[config.mk]
export PLATFORM = sky130hd
export DESIGN_NAME = multi_queue_issue
export DESIGN_NICKNAME = d
export VERILOG_FILES = /design/src/rtl/multi_queue_issue.sv
export SDC_FILE = /design/constraint.sdc
export NUM_CORES = 1
export LEC_CHECK = 0
export ABC_AREA = 1
export BUFFER_PORTS_ARGS = -buffer_cell sky130_fd_sc_hd__buf_4
export CORE_MARGIN = 2
export CORE_UTILIZATION = 42
export DETAILED_ROUTE_END_ITERATION = 12
export MAX_ROUTING_LAYER = met4
export PLACE_DENSITY = 0.77
export SLEW_MARGIN = 15
export SYNTH_ARGS = -nofsm -noshare
export SYNTH_HDL_FRONTEND = slang
export SYNTH_SLANG_ARGS = --single-unit
[constraint.sdc]
create_clock -name clk -period 1.9 [get_ports clk]
set_clock_uncertainty 0.1 [all_clocks]
set_input_delay 0.095 -clock clk [delete_from_list [all_inputs] [get_ports clk]]
set_output_delay 0.095 -clock clk [all_outputs]
set_load 0.1 [all_outputs]
[src/rtl/multi_queue_issue.sv]
// Pop-side issue stage for multi_queue: takes up to ISSUE_WIDTH leading window
// entries per cycle into a registered output group, issuing serialize entries alone.
module multi_queue_issue #(
  parameter int DATA_WIDTH  = 32,
  parameter int CHANNEL     = 4,
  parameter int ISSUE_WIDTH = 2,
  parameter int POP_W       = $clog2(CHANNEL + 1)
) (
  input  logic                                  clk,
  input  logic                                  rst,
  input  logic                                  flush,
  input  logic [CHANNEL-1:0][DATA_WIDTH-1:0]    q_data,
  input  logic [CHANNEL-1:0]                    q_valid,
  input  logic [CHANNEL-1:0]                    q_serial,
  output logic [POP_W-1:0]                      q_pop_num,
  output logic [ISSUE_WIDTH-1:0][DATA_WIDTH-1:0] out_data,
  output logic [ISSUE_WIDTH-1:0]                out_valid,
  input  logic                                  out_ready,
  output logic [15:0]                           stall_cnt
);

  localparam logic [POP_W-1:0] IW_N = POP_W'(ISSUE_WIDTH);

  logic [POP_W-1:0] lead;
  logic [POP_W-1:0] sel;
  logic             run;
  logic             found;
  logic             load;

  assign load = out_ready | ~out_valid[0];

  always_comb begin
    lead  = '0;
    run   = 1'b1;
    sel   = '0;
    found = 1'b0;
    for (int i = 0; i < CHANNEL; i++) begin
      if (run && q_valid[i]) lead = lead + POP_W'(1);
      else                   run  = 1'b0;
    end
    sel = (lead > IW_N) ? IW_N : lead;
    if (q_valid[0] && q_serial[0]) begin
      if (sel > POP_W'(1)) sel = POP_W'(1);
    end else begin
      // A younger serialize entry truncates the group so it later issues from slot 0.
      for (int k = 1; k < ISSUE_WIDTH; k++) begin
        if (!found && (POP_W'(k) < sel) && q_serial[k]) begin
          sel   = POP_W'(k);
          found = 1'b1;
        end
      end
    end
  end

  assign q_pop_num = (load && !flush && !rst) ? sel : '0;

  for (genvar gi = 0; gi < ISSUE_WIDTH; gi++) begin : g_slot
    logic take;
    assign take = POP_W'(gi) < sel;

    always_ff @(posedge clk) begin
      if (rst || flush) begin
        out_valid[gi] <= 1'b0;
        out_data[gi]  <= '0;
      end else if (load) begin
        out_valid[gi] <= take;
        out_data[gi]  <= take ? q_data[gi] : '0;
      end
    end
  end

  always_ff @(posedge clk) begin
    if (rst) begin
      stall_cnt <= '0;
    end else if (out_valid[0] && !out_ready && !flush && (stall_cnt != 16'hFFFF)) begin
      stall_cnt <= stall_cnt + 16'd1;
    end
  end

endmodule
# Yosys cells after proc, flatten, opt, wreduce, memory -nomap -nowiden
# Cells that the tools add are included.
[word_totals] register_bits=82 latchBits=0 mem_bits_rw=0 romBits=0 inputBits=140 out_inout_bits=85 word_cells=45 mem_count=0
[classes] addsub=4 multipliers=0 div_mod_pow=0 order_cmp=5 eq_ne=1 shifts=0 n_mux=14 bitwise_logic=2 reduce_logical=14
[ops] cell="32-bit two-way mux" n=2
[ops] cell="3-bit two-way mux" n=7
[ops] cell="16-bit by 1-bit adder with 16-bit output, second input constant" n=1
[ops] cell="16-bit != test, second input constant" n=1
[ops] cell="1-bit logical AND" n=10
[ops] cell="1-bit by 3-bit less-than comparator with 1-bit output, first input constant" n=3
[ops] cell="3-bit by 1-bit adder with 3-bit output, second input constant" n=2
[ops] cell="1-bit two-way mux" n=4
[ops] cell="3-bit by 1-bit greater-than comparator with 1-bit output, second input constant" n=1
[ops] cell="3-bit by 2-bit greater-than comparator with 1-bit output, second input constant" n=1
[ops] cell="1-bit logical NOT" n=3
[ops] cell="1-bit by 1-bit adder with 2-bit output, second input constant" n=1
[ops] cell="2-bit two-way mux" n=1
[ops] cell="1-bit logical OR" n=1
[ops] cell="1-bit inverter" n=1
[ops] cell="1-bit bitwise OR" n=1

# Longest topological paths before layout
# Gate-level depths: netlist of run 1.
[depth] ltp_word=15 ltp_mapped=14 ltp_nobuf=13

# Least setup slack after synthesis of run 1
# No wires, ideal clock.
[synth_path] path_kind="register -> register" start="register stall_cnt[0]" end="register stall_cnt[5]" setup_time_ns=0.143 arrival_ns=2.190 t_required_ns=1.657 slack_ns=-0.534 stages_incl_launch_ff=10 n_path_buf=1 synth_period_minus_slack_ns=2.434 path_cell_list="dfxtp_1 ha_1 nand3_1 nor2_2 nand3_1 nand2_1 nand2_2 buf_6 nand2_1 a21oi_2"
[synth_via] elab_chain_len=2 elab_cells_between_ends=3 classes_between="1 x add/sub; 1 x eq/ne; 1 x reduce/logical"
[synth_rtl] item="start, declared" line="19" rtl="output logic [15:0] stall_cnt"
[synth_rtl] item="start signal, assigned" line="76" rtl="stall_cnt <= stall_cnt + 16'd1;"
[synth_rtl] item="parallel branches: the longest is 2 deep, another holds 16-bit by 1-bit adder with 16-bit output"
# Several ways; the timed one is not identified.
# A chain may end at the register's enable or synchronous reset.

# Worst setup path after layout of run 1
[layout_path] start="input port rst" end="output port q_pop_num[0]"
[layout_via] elab_chain_len=3
[layout_rtl] item="start, declared" line="10" rtl="input logic rst,"
[layout_rtl] item="1-bit logical NOT" line="55" rtl="assign q_pop_num = (load && !flush && !rst) ? sel : '0;"
[layout_rtl] item="1-bit logical AND" line="55"
[layout_rtl] item="3-bit two-way mux" line="55"
[layout_rtl] item="end, declared" line="15" rtl="output logic [POP_W-1:0] q_pop_num,"
# No other way between the ends.

==> flow_metrics.env, run 1 <==
export IMPL_status="completed"
export IMPL_yosys_warnings=0
export IMPL_fp_dieH_um=93.6
export IMPL_num_antenna_cells=0
export IMPL_syn_to_final_growth_pct=64.3
export IMPL_p_comb_frac=0.175
export IMPL_synth_adder_area_share=0.00742
export IMPL_core_area_sq_um=7770
export IMPL_mostFrequentLayoutCell="nand2_1"
export IMPL_ys_seq_area_frac=0.486
export IMPL_cts_buffers=9
export IMPL_io_pins=225
export IMPL_end_kind="output pin"
export IMPL_insertion_delay_ns=0.35
export IMPL_syn_avg_cell_area_sq_um=7.35
export IMPL_crit_arrival_ns=1.62
export IMPL_vias_per_cell=4.86
export IMPL_fmax_mhz=551
export IMPL_setup_violations=0
export IMPL_fin_crit_sh=0.955
export IMPL_reg2reg_slack_ns=0.16
export IMPL_grt_usage=0.262
export IMPL_slew_viol_final=0
export IMPL_cp_start_kind="input pin"
export IMPL_gp_congestion=0.885
export IMPL_drt_pass1_iter_count=4
export IMPL_maxCapViolCount=0
export IMPL_power_density_nw_per_um2=641
export IMPL_synth_xor_area_frac=0.0182
export IMPL_wl_um=11500
export IMPL_vias=3848
export IMPL_path_cells="dlygate4sd3_1, buf_4, nor2_4, inv_2, nor2_4, o311a_1, buf_6"
export IMPL_clockBufferDepth=2
export IMPL_mostFrequentLayoutCells="nand2_1, buf_4, dlygate4sd3_1, dfxtp_1, nand3_1"
export IMPL_synth_compound_area_frac=0.0664
export IMPL_p_int_uw=2490
export IMPL_drive_gt1_frac=0.333
export IMPL_dp_hpwl_um=6760
export IMPL_path_class="in2out"
export IMPL_antenna_found_initial=0
export IMPL_ys_ff_latch=82
export IMPL_synth_area_leaders="dfxtp_1, nand2_1, nand3_1"
export IMPL_critPathMaxFanout=16
export IMPL_clock_sinks=82
export IMPL_port_buffers=157
export IMPL_finalSetupTns_ns=0
export IMPL_netlist_area_sq_um=3370
export IMPL_finalHoldViolCount=0
export IMPL_grt_pass1_wl_um=17700
export IMPL_final_area_sq_um=5550
export IMPL_critPathRequiredTime_ns=1.70
export IMPL_cts_setup_buffers=0
export IMPL_ir_drop_mv=0.393
export IMPL_place_area_sq_um=4680
export IMPL_synth_top_area_frac=0.486
export IMPL_yosys_area_share_simple=0.362
export IMPL_ant_nets=0
export IMPL_multi_input_area_sq_um=1540
export IMPL_final_seq_area_sq_um=1670
export IMPL_synth_fp_nets=601
export IMPL_drc_errors=0
export IMPL_hp_class="in2reg"
export IMPL_post_route_util=0.714
export IMPL_die_x_um=93.6
export IMPL_grt_max_degree=40
export IMPL_switching_share=0.300
export IMPL_crit_path_frequent_cell="nor2_4"
export IMPL_switchingPower_uw=1060
export IMPL_ys_types=24
export IMPL_leakage_uw=0.00264
export IMPL_post_drt_wl_per_cell_um=14.5
export IMPL_muxShareOfSynthArea=0
export IMPL_dieArea_sq_um=8770
export IMPL_cts_tree="done"
export IMPL_synth_cells=459
export IMPL_drt_iter0_drc=150
export IMPL_nFillCells=581
export IMPL_synth_top_family_by_area="simple AND/OR/NAND/NOR gates"
export IMPL_period_needed_ns=1.81
export IMPL_pwr_share_clk=0.330
export IMPL_nNetsFinal=827
export IMPL_grt_remaining_overflow=0
export IMPL_cts_root_buffer="clkbuf_8"
export IMPL_rows=32
export IMPL_p_seq_frac=0.495
export IMPL_grt_pass1_vias=3708
export IMPL_slowest_stage="dlygate4sd3_1"
export IMPL_start_util=0.434
export IMPL_synth_top_cell_by_area="dfxtp_1"
export IMPL_max_stage_delay_ns=0.53
export IMPL_clk_pin_slew_worst_paths_ns=0.08
export IMPL_htreeDepth=3
[state kept, by name, indices dropped and copies added, names as in the netlist]
name and cells:
out_data 64, stall_cnt 16, out_valid 2
[through the flow]
| stage | cells | power (uW) | worst slack (ns) | hold slack, ns |
|---|---|---|---|---|
| 2_1_floorplan | 459 | 2100 | 0.0367 | 0.0981 |
| 3_3_place_gp | 709 | 2290 | 0.232 | 0.183 |
| 3_5_place_dp | 709 | 2290 | 0.186 | 0.187 |
| 4_1_cts | 792 | 3560 | 0.0217 | 0.0224 |
| 5_1_grt | 792 | 3690 | -0.0116 | 0.0601 |
| 6_report | 792 | 3550 | 0.0862 | 0.0304 |
[kinds of logic (layout without fill, tap and decap cells)]
family | Yosys count | in the layout
adder cells (fa/ha/maj) | 2 | 2
buffers and inverters | 38 | 269
AO/OA/AOI/OAI | 34 | 34
XOR/XNOR | 7 | 7
other | 1 | 1
AND/OR/NAND/NOR | 295 | 295
flip-flops | 82 | 82
[power groups by stage]
stage / registers (uW) / clock network (uW) / logic, uW
2_1_floorplan: 1990 / 0 / 104
3_5_place_dp: 1800 / 0 / 494
4_1_cts: 1760 / 1190 / 607
6_report: 1760 / 1170 / 621
3_3_place_gp: 1800 / 0 / 488
5_1_grt: 1760 / 1270 / 649
[worst max-delay path, delay by kind of cell]
| family | cells | cell delay [ns] |
|---|---|---|
| simple gates | 2 | 0.27 |
| compound gates | 1 | 0.21 |
| buf+inv | 4 | 1.03 |
[Yosys cell counts, drive strengths merged]
master	instances
xor2	4
clkbuf	4
o311a	1
ha	2
conb	1
inv	19
nand4	5
nor2	28
nor3	1
a21oi	15
dfxtp	82
xnor2	3
o21ai	18
nand3	28
nand2	233
buf	15
[path summary, 6_finish.rpt]
path                 from      endpoint  cells past startpoint
max                   rst  q_pop_num[0]                      7
min             out_ready  out_valid[0]                      4
max reg2reg  out_valid[0]  out_data[32]                      9
min reg2reg  out_valid[1]  out_valid[1]                      2
[layout make-up]
type,count,area share
Sequential cell,82,0.301
Inverter,19,0.0129
Clock buffer,9,0.0223
Timing Repair Buffer,234,0.353
Multi-Input combinational cell,339,0.277
Tap cell,102,0.0230
Clock inverter,7,0.0113
[repair_timing]
action | 4_1_cts | 5_1_grt
gates resized for setup | 0 | 2
hold endpoints to repair | 78 | 0
hold buffers | 67 | 0
endpoints found under the setup margin | 0 | 2
[per-layer routing]
layer | share of wire | track usage | vias to the layer above
met5 | 0 | - | -
met4 | 0.019 | 0.0713 | 0
met3 | 0.088 | 0.0806 | 22
met2 | 0.49 | 0.460 | 189
met1 | 0.40 | 0.288 | 1757
li1 | - | - | 1880
Note: power is estimated with default switching activity, not from simulation.
==> run 2: changes to the inputs <==
Settings changed: PLACE_DENSITY 0.77 to 0.84, SETUP_SLACK_MARGIN set to 0.4.
==> flow_metrics.env, run 2 (synthesis results as in run 1) <==
export IMPL_status="completed"
export IMPL_clk_pin_slew_worst_paths_ns=0.09
export IMPL_core_area_sq_um=7770
export IMPL_cts_root_buffer="clkbuf_8"
export IMPL_insertion_delay_ns=0.35
export IMPL_drt_pass1_iter_count=5
export IMPL_holdPathStages=6
export IMPL_largest_reg_flops=64
export IMPL_power_density_nw_per_um2=583
export IMPL_end_kind="output pin"
export IMPL_place_area_sq_um=4720
export IMPL_post_route_util=0.812
export IMPL_start_util=0.434
export IMPL_drt_iter0_drc=205
export IMPL_grt_pass1_vias=4100
export IMPL_nFillCells=429
export IMPL_htreeDepth=3
export IMPL_antenna_found_initial=1
export IMPL_whs_endpoint="out_valid[1]"
export IMPL_p_int_uw=2510
export IMPL_timing_rr_start="stall_cnt[0]"
export IMPL_period_needed_ns=1.63
export IMPL_p_comb_frac=0.192
export IMPL_drive_gt1_frac=0.423
export IMPL_maxCapViolCount=0
export IMPL_drc_errors=0
export IMPL_port_buffers=157
export IMPL_syn_to_final_growth_pct=86.9
export IMPL_setup_violations=0
export IMPL_cts_buffers=9
export IMPL_crit_start="q_valid[0]"
export IMPL_cp_start_kind="input pin"
export IMPL_tightest_slew_ns=0.754
export IMPL_grt_usage=0.292
export IMPL_critPathMaxFanout=3
export IMPL_finalHoldViolCount=0
export IMPL_path_class="in2out"
export IMPL_p_seq_frac=0.474
export IMPL_post_drt_wl_per_cell_um=19.2
export IMPL_finalSetupTns_ns=0
export IMPL_slew_viol_final=0
export IMPL_largestRegisters="out_data: 64 flops, stall_cnt: 16 flops, out_valid: 2 flops"
export IMPL_fmax_mhz=614
export IMPL_clockBufferDepth=2
export IMPL_fp_dieH_um=93.6
export IMPL_grt_max_degree=32
export IMPL_mostFrequentLayoutCell="nand2_1"
export IMPL_die_x_um=93.6
export IMPL_grt_remaining_overflow=0
export IMPL_nNetsFinal=853
export IMPL_gp_congestion=0.871
export IMPL_pwr_share_clk=0.334
export IMPL_switchingPower_uw=1170
export IMPL_grt_pass1_wl_um=19500
export IMPL_clock_sinks=82
export IMPL_r2r_end="stall_cnt[13]"
export IMPL_rsz0062_at_grt="true"
export IMPL_io_pins=225
export IMPL_rows=32
export IMPL_regMostFlops="out_data"
export IMPL_dieArea_sq_um=8770
export IMPL_vias=4494
export IMPL_hp_class="in2reg"
export IMPL_crit_arrival_ns=1.43
export IMPL_fin_crit_sh=0.858
export IMPL_reg2reg_slack_ns=0.32
export IMPL_ff2ff_path_depth=8
export IMPL_dp_hpwl_um=6840
export IMPL_hold_start="q_serial[1]"
export IMPL_cts_tree="done"
export IMPL_critPathRequiredTime_ns=1.70
export IMPL_leakage_uw=0.00298
export IMPL_vias_per_cell=5.48
export IMPL_wl_um=15700
export IMPL_ir_drop_mv=0.437
export IMPL_relSlewSlack=0.495
export IMPL_final_area_sq_um=6310
export IMPL_ant_nets=0
export IMPL_switching_share=0.318
export IMPL_mostFrequentLayoutCells="nand2_1, buf_4, dlygate4sd3_1, dfxtp_1, nand3_1"
[run 2: critical path, stage by stage]
cell and delay, ns:
buf_8 0.11, nand2_4 0.07, inv_4 0.05, nand2_2 0.05, nand2_2 0.05, ha_4 0.27, nor2_2 0.03, nand3_1 0.08
nand2_2 0.08, nor3_2 0.12, nand2_1 0.11, inv_2 0.12, buf_12 0.18
[run 2: stage by stage]
stage          cells  power, uW  setup WS, ns  hold WS, ns
2_1_floorplan    459       2080         0.162       0.0981
3_3_place_gp     705       2260         0.158        0.183
3_5_place_dp     705       2270         0.103        0.189
4_1_cts          802       3580         0.357       0.0360
5_1_grt          819       3770         0.213        0.154
6_report         820       3680         0.271        0.142
[run 2: repair_timing]
item	in CTS	in global routing
gates cloned	2	7
endpoints found under the hold margin	78	0
hold buffers	68	0
setup endpoints to repair	76	82
resized for setup	26	68
setup buffers	11	9
pin swaps	8	27
[run 2: worst max path at each step]
| stage | end | slack [ns] | cells past startpoint |
|---|---|---|---|
| 3_5_place_dp | q_pop_num[1] | 0.10 | 13 |
| 6_report | q_pop_num[1] | 0.27 | 13 |
| 2_1_floorplan | stall_cnt[5] | 0.16 | 9 |
| 3_3_place_gp | q_pop_num[1] | 0.16 | 13 |
| 5_1_grt | q_pop_num[1] | 0.21 | 13 |
| 4_1_cts | q_pop_num[1] | 0.36 | 13 |
[run 2: per-layer routing]
| metal | global-route usage | vias up | routed length (um) |
|---|---|---|---|
| met3 | 0.0653 | 116 | 1640 |
| met1 | 0.308 | 2096 | 5380 |
| met4 | 0.167 | 0 | 1060 |
| li1 | - | 1944 | - |
| met2 | 0.505 | 338 | 7660 |
| met5 | - | - | 0 |
[run 2: area by class of cell]
cell class                      count  area [sq um]  area share
Clock buffer                        9           124      0.0196
Antenna cell                        2          5.00    0.000793
Inverter                           19          91.3      0.0145
Multi-Input combinational cell    340          1840       0.291
Timing Repair Buffer              259          2360       0.374
Sequential cell                    82          1700       0.270
Tap cell                          102           128      0.0202
Clock inverter                      7          65.1      0.0103
[run 2: power groups by stage]
stage                     Sequential, uW  Combinational (uW)  Clock (uW)
after global routing                1740                 727        1300
after global placement              1780                 486           0
final                               1740                 706        1230
after floorplan                     1970                 108           0
after CTS                           1740                 638        1210
after detailed placement            1780                 492           0
==> run 3: changes to the inputs <==
Settings changed: ABC_AREA 1 to unset, CORE_UTILIZATION 42 to 39, PLACE_DENSITY 0.84 to 0.83.
==> flow_metrics.env, run 3 <==
export IMPL_ir_drop_mv=0.397
export IMPL_wl_met3_um=685
export IMPL_drt_pass1_iter_count=4
export IMPL_wl_um=11000
export IMPL_finalHoldViolCount=15
export IMPL_fp_dieH_um=90.1
export IMPL_grt_pass1_wl_um=16200
export IMPL_slowest_stage="or4_4"
export IMPL_clock_sinks=82
export IMPL_r2r_end="stall_cnt[14]"
export IMPL_start_util=0.400
export IMPL_syn_to_final_growth_pct=95.9
export IMPL_fmax_mhz=529
export IMPL_dp_hpwl_um=5880
export IMPL_path_class="reg2reg"
export IMPL_endpoint="stall_cnt[14]"
export IMPL_synth_edf_count=0
export IMPL_final_cells=612
export IMPL_htreeDepth=3
export IMPL_period_needed_ns=1.89
export IMPL_synth_fp_nets=405
export IMPL_antenna_found_initial=0
export IMPL_grt_usage=0.255
export IMPL_cp_start_kind="register"
export IMPL_grt_pass1_vias=3313
export IMPL_rsz0062_at_grt="true"
export IMPL_crit_cells=5
export IMPL_crit_start="out_valid[0]"
export IMPL_dieArea_sq_um=8110
export IMPL_core_area_sq_um=7210
export IMPL_drt_iter0_drc=126
export IMPL_ys_seq_area_frac=0.568
export IMPL_synthArstFlopShare=0
export IMPL_cts_buffers=9
export IMPL_ys_top_cells_by_count="dfxtp_1, a22o_1, nor2_1"
export IMPL_synth_cells=263
export IMPL_cts_root_buffer="clkbuf_8"
export IMPL_largestRegisters="out_data: 64 flops, stall_cnt: 16 flops, out_valid: 2 flops"
export IMPL_synth_ff_type="dfxtp_1"
export IMPL_reg2reg_slack_ns=0.009
export IMPL_critPathRequiredTime_ns=2.03
export IMPL_ys_types=34
export IMPL_wl_met2_um=5880
export IMPL_insertion_delay_ns=0.34
export IMPL_gp_congestion=0.876
export IMPL_critPathMaxFanout=6
export IMPL_post_place_ws_ns=-0.0358
export IMPL_clockBufferDepth=2
export IMPL_largest_reg_flops=64
export IMPL_synth_area_leaders="dfxtp_1, a22o_1, xnor2_1"
export IMPL_post_drt_wl_per_cell_um=17.9
export IMPL_mostFrequentLayoutCells="buf_4, dlygate4sd3_1, dfxtp_1, a22o_1, nor2_1"
export IMPL_synth_top_cell_by_area="dfxtp_1"
export IMPL_ys_ff_latch=82
export IMPL_postCtsHoldBufs=65
export IMPL_grt_max_degree=38
export IMPL_synth_top_area_frac=0.568
export IMPL_end_kind="register"
export IMPL_nNetsFinal=650
export IMPL_crit_buf_inv=0
export IMPL_port_buffers=157
export IMPL_cts_tree="done"
export IMPL_grt_remaining_overflow=0
export IMPL_vias=3192
export IMPL_violations="hold timing"
export IMPL_rows=31
export IMPL_netlist_area_sq_um=2890
export IMPL_post_route_util=0.784
export IMPL_status="finished with violations"
export IMPL_regMostFlops="out_data"
export IMPL_wirelength_met1_um=4000
export IMPL_yosys_warnings=0
export IMPL_yosysMostFrequentCell="dfxtp_1"
export IMPL_clk_pin_slew_worst_paths_ns=0.09
export IMPL_crit_arrival_ns=2.02
export IMPL_ff2ff_path_depth=5
export IMPL_power_density_nw_per_um2=619
export IMPL_max_stage_delay_ns=0.51
export IMPL_drc_errors=0
export IMPL_dp_cells=508
export IMPL_crit_family="simple AND/OR/NAND/NOR gates"
export IMPL_syn_avg_cell_area_sq_um=11.0
export IMPL_timing_rr_start="out_valid[0]"
export IMPL_mostFrequentLayoutCell="buf_4"
export IMPL_place_area_sq_um=4340
export IMPL_drive_gt1_frac=0.493
export IMPL_vias_per_cell=5.22
export IMPL_hold_worst_slack_ns=-0.0333
export IMPL_final_area_sq_um=5660
export IMPL_num_antenna_cells=0
export IMPL_fin_crit_sh=0.995
export IMPL_leakage_uw=0.00245
export IMPL_highest_layer="met4"
export IMPL_setup_violations=0
export IMPL_ant_nets=0
export IMPL_io_pins=225
export IMPL_die_x_um=90.1
export IMPL_maxCapViolCount=0
export IMPL_path_cells="or3b_4, or4_4, nor4_4, xnor2_1, nor2_1"
export IMPL_hp_class="in2reg"
export IMPL_slew_viol_final=0
export IMPL_fin_ws_ns=0.00894
[run 3: power breakdown]
| group | internal [uW] | switching (uW) |
|---|---|---|
| combinational | 284 | 329 |
| sequential | 1720 | 15.1 |
| clock | 489 | 662 |
| total | 2500 | 1010 |
[run 3: logic make-up (layout without fill, tap and decap cells)]
group                    after synthesis  count (layout)  share of synthesized area
other                                  1               1                    0.00130
multiplexers                           2               2                    0.00693
AO/OA/AOI/OAI                         82              82                      0.236
adder cells (fa/ha/maj)                2               2                    0.00866
AND/OR/NAND/NOR                       62              63                      0.117
buffers and inverters                 23             272                     0.0342
flip-flops                            82              82                      0.568
XOR/XNOR                               9               9                     0.0273
[run 3: what timing repair did]
item                                   4_1_cts  5_1_grt
setup buffers                                9       11
setup endpoints to repair                   50       50
pin swaps                                   45       71
gates resized for setup                     24       32
endpoints found under the hold margin       79       15
cloned                                       0        3
[run 3: per-stage QoR]
step           setup TNS [ns]  power, uW
2_1_floorplan           -1.87       2050
3_3_place_gp                0       2220
3_5_place_dp           -0.587       2220
4_1_cts             -0.000366       3470
5_1_grt                -0.132       3620
6_report                    0       3500
[run 3: how the worst min path moves through the flow]
stage | startpoint | end | cells past startpoint
final | rst | stall_cnt[3] | 2
after global routing | rst | stall_cnt[0] | 2
after CTS | rst | stall_cnt[11] | 2
after detailed placement | q_data[62] | out_data[62] | 2
after global placement | q_data[55] | out_data[55] | 2
after floorplan | q_data[0] | out_data[0] | 1
[run 3: layer usage]
layer | vias up | global-route usage
met5 | - | -
li1 | 1467 | -
met2 | 162 | 0.452
met4 | 0 | 0.141
met1 | 1527 | 0.268
met3 | 36 | 0.0461
[run 3: area by class of cell]
| type | instances | area [sq um] |
|---|---|---|
| clock buffer | 10 | 128 |
| clock inverter | 6 | 50.0 |
| fill | 408 | 1560 |
| inverter | 5 | 23.8 |
| multi-input combinational | 159 | 1440 |
| sequential | 82 | 1700 |
| tap | 99 | 124 |
| timing repair buffer | 251 | 2200 |
[run 3: worst register-to-register path: stages, from the launching register on]
cell	delay (ns)
dfxtp_4	0.34
or3b_4	0.38
or4_4	0.51
nor4_4	0.26
xnor2_1	0.14
nor2_1	0.05
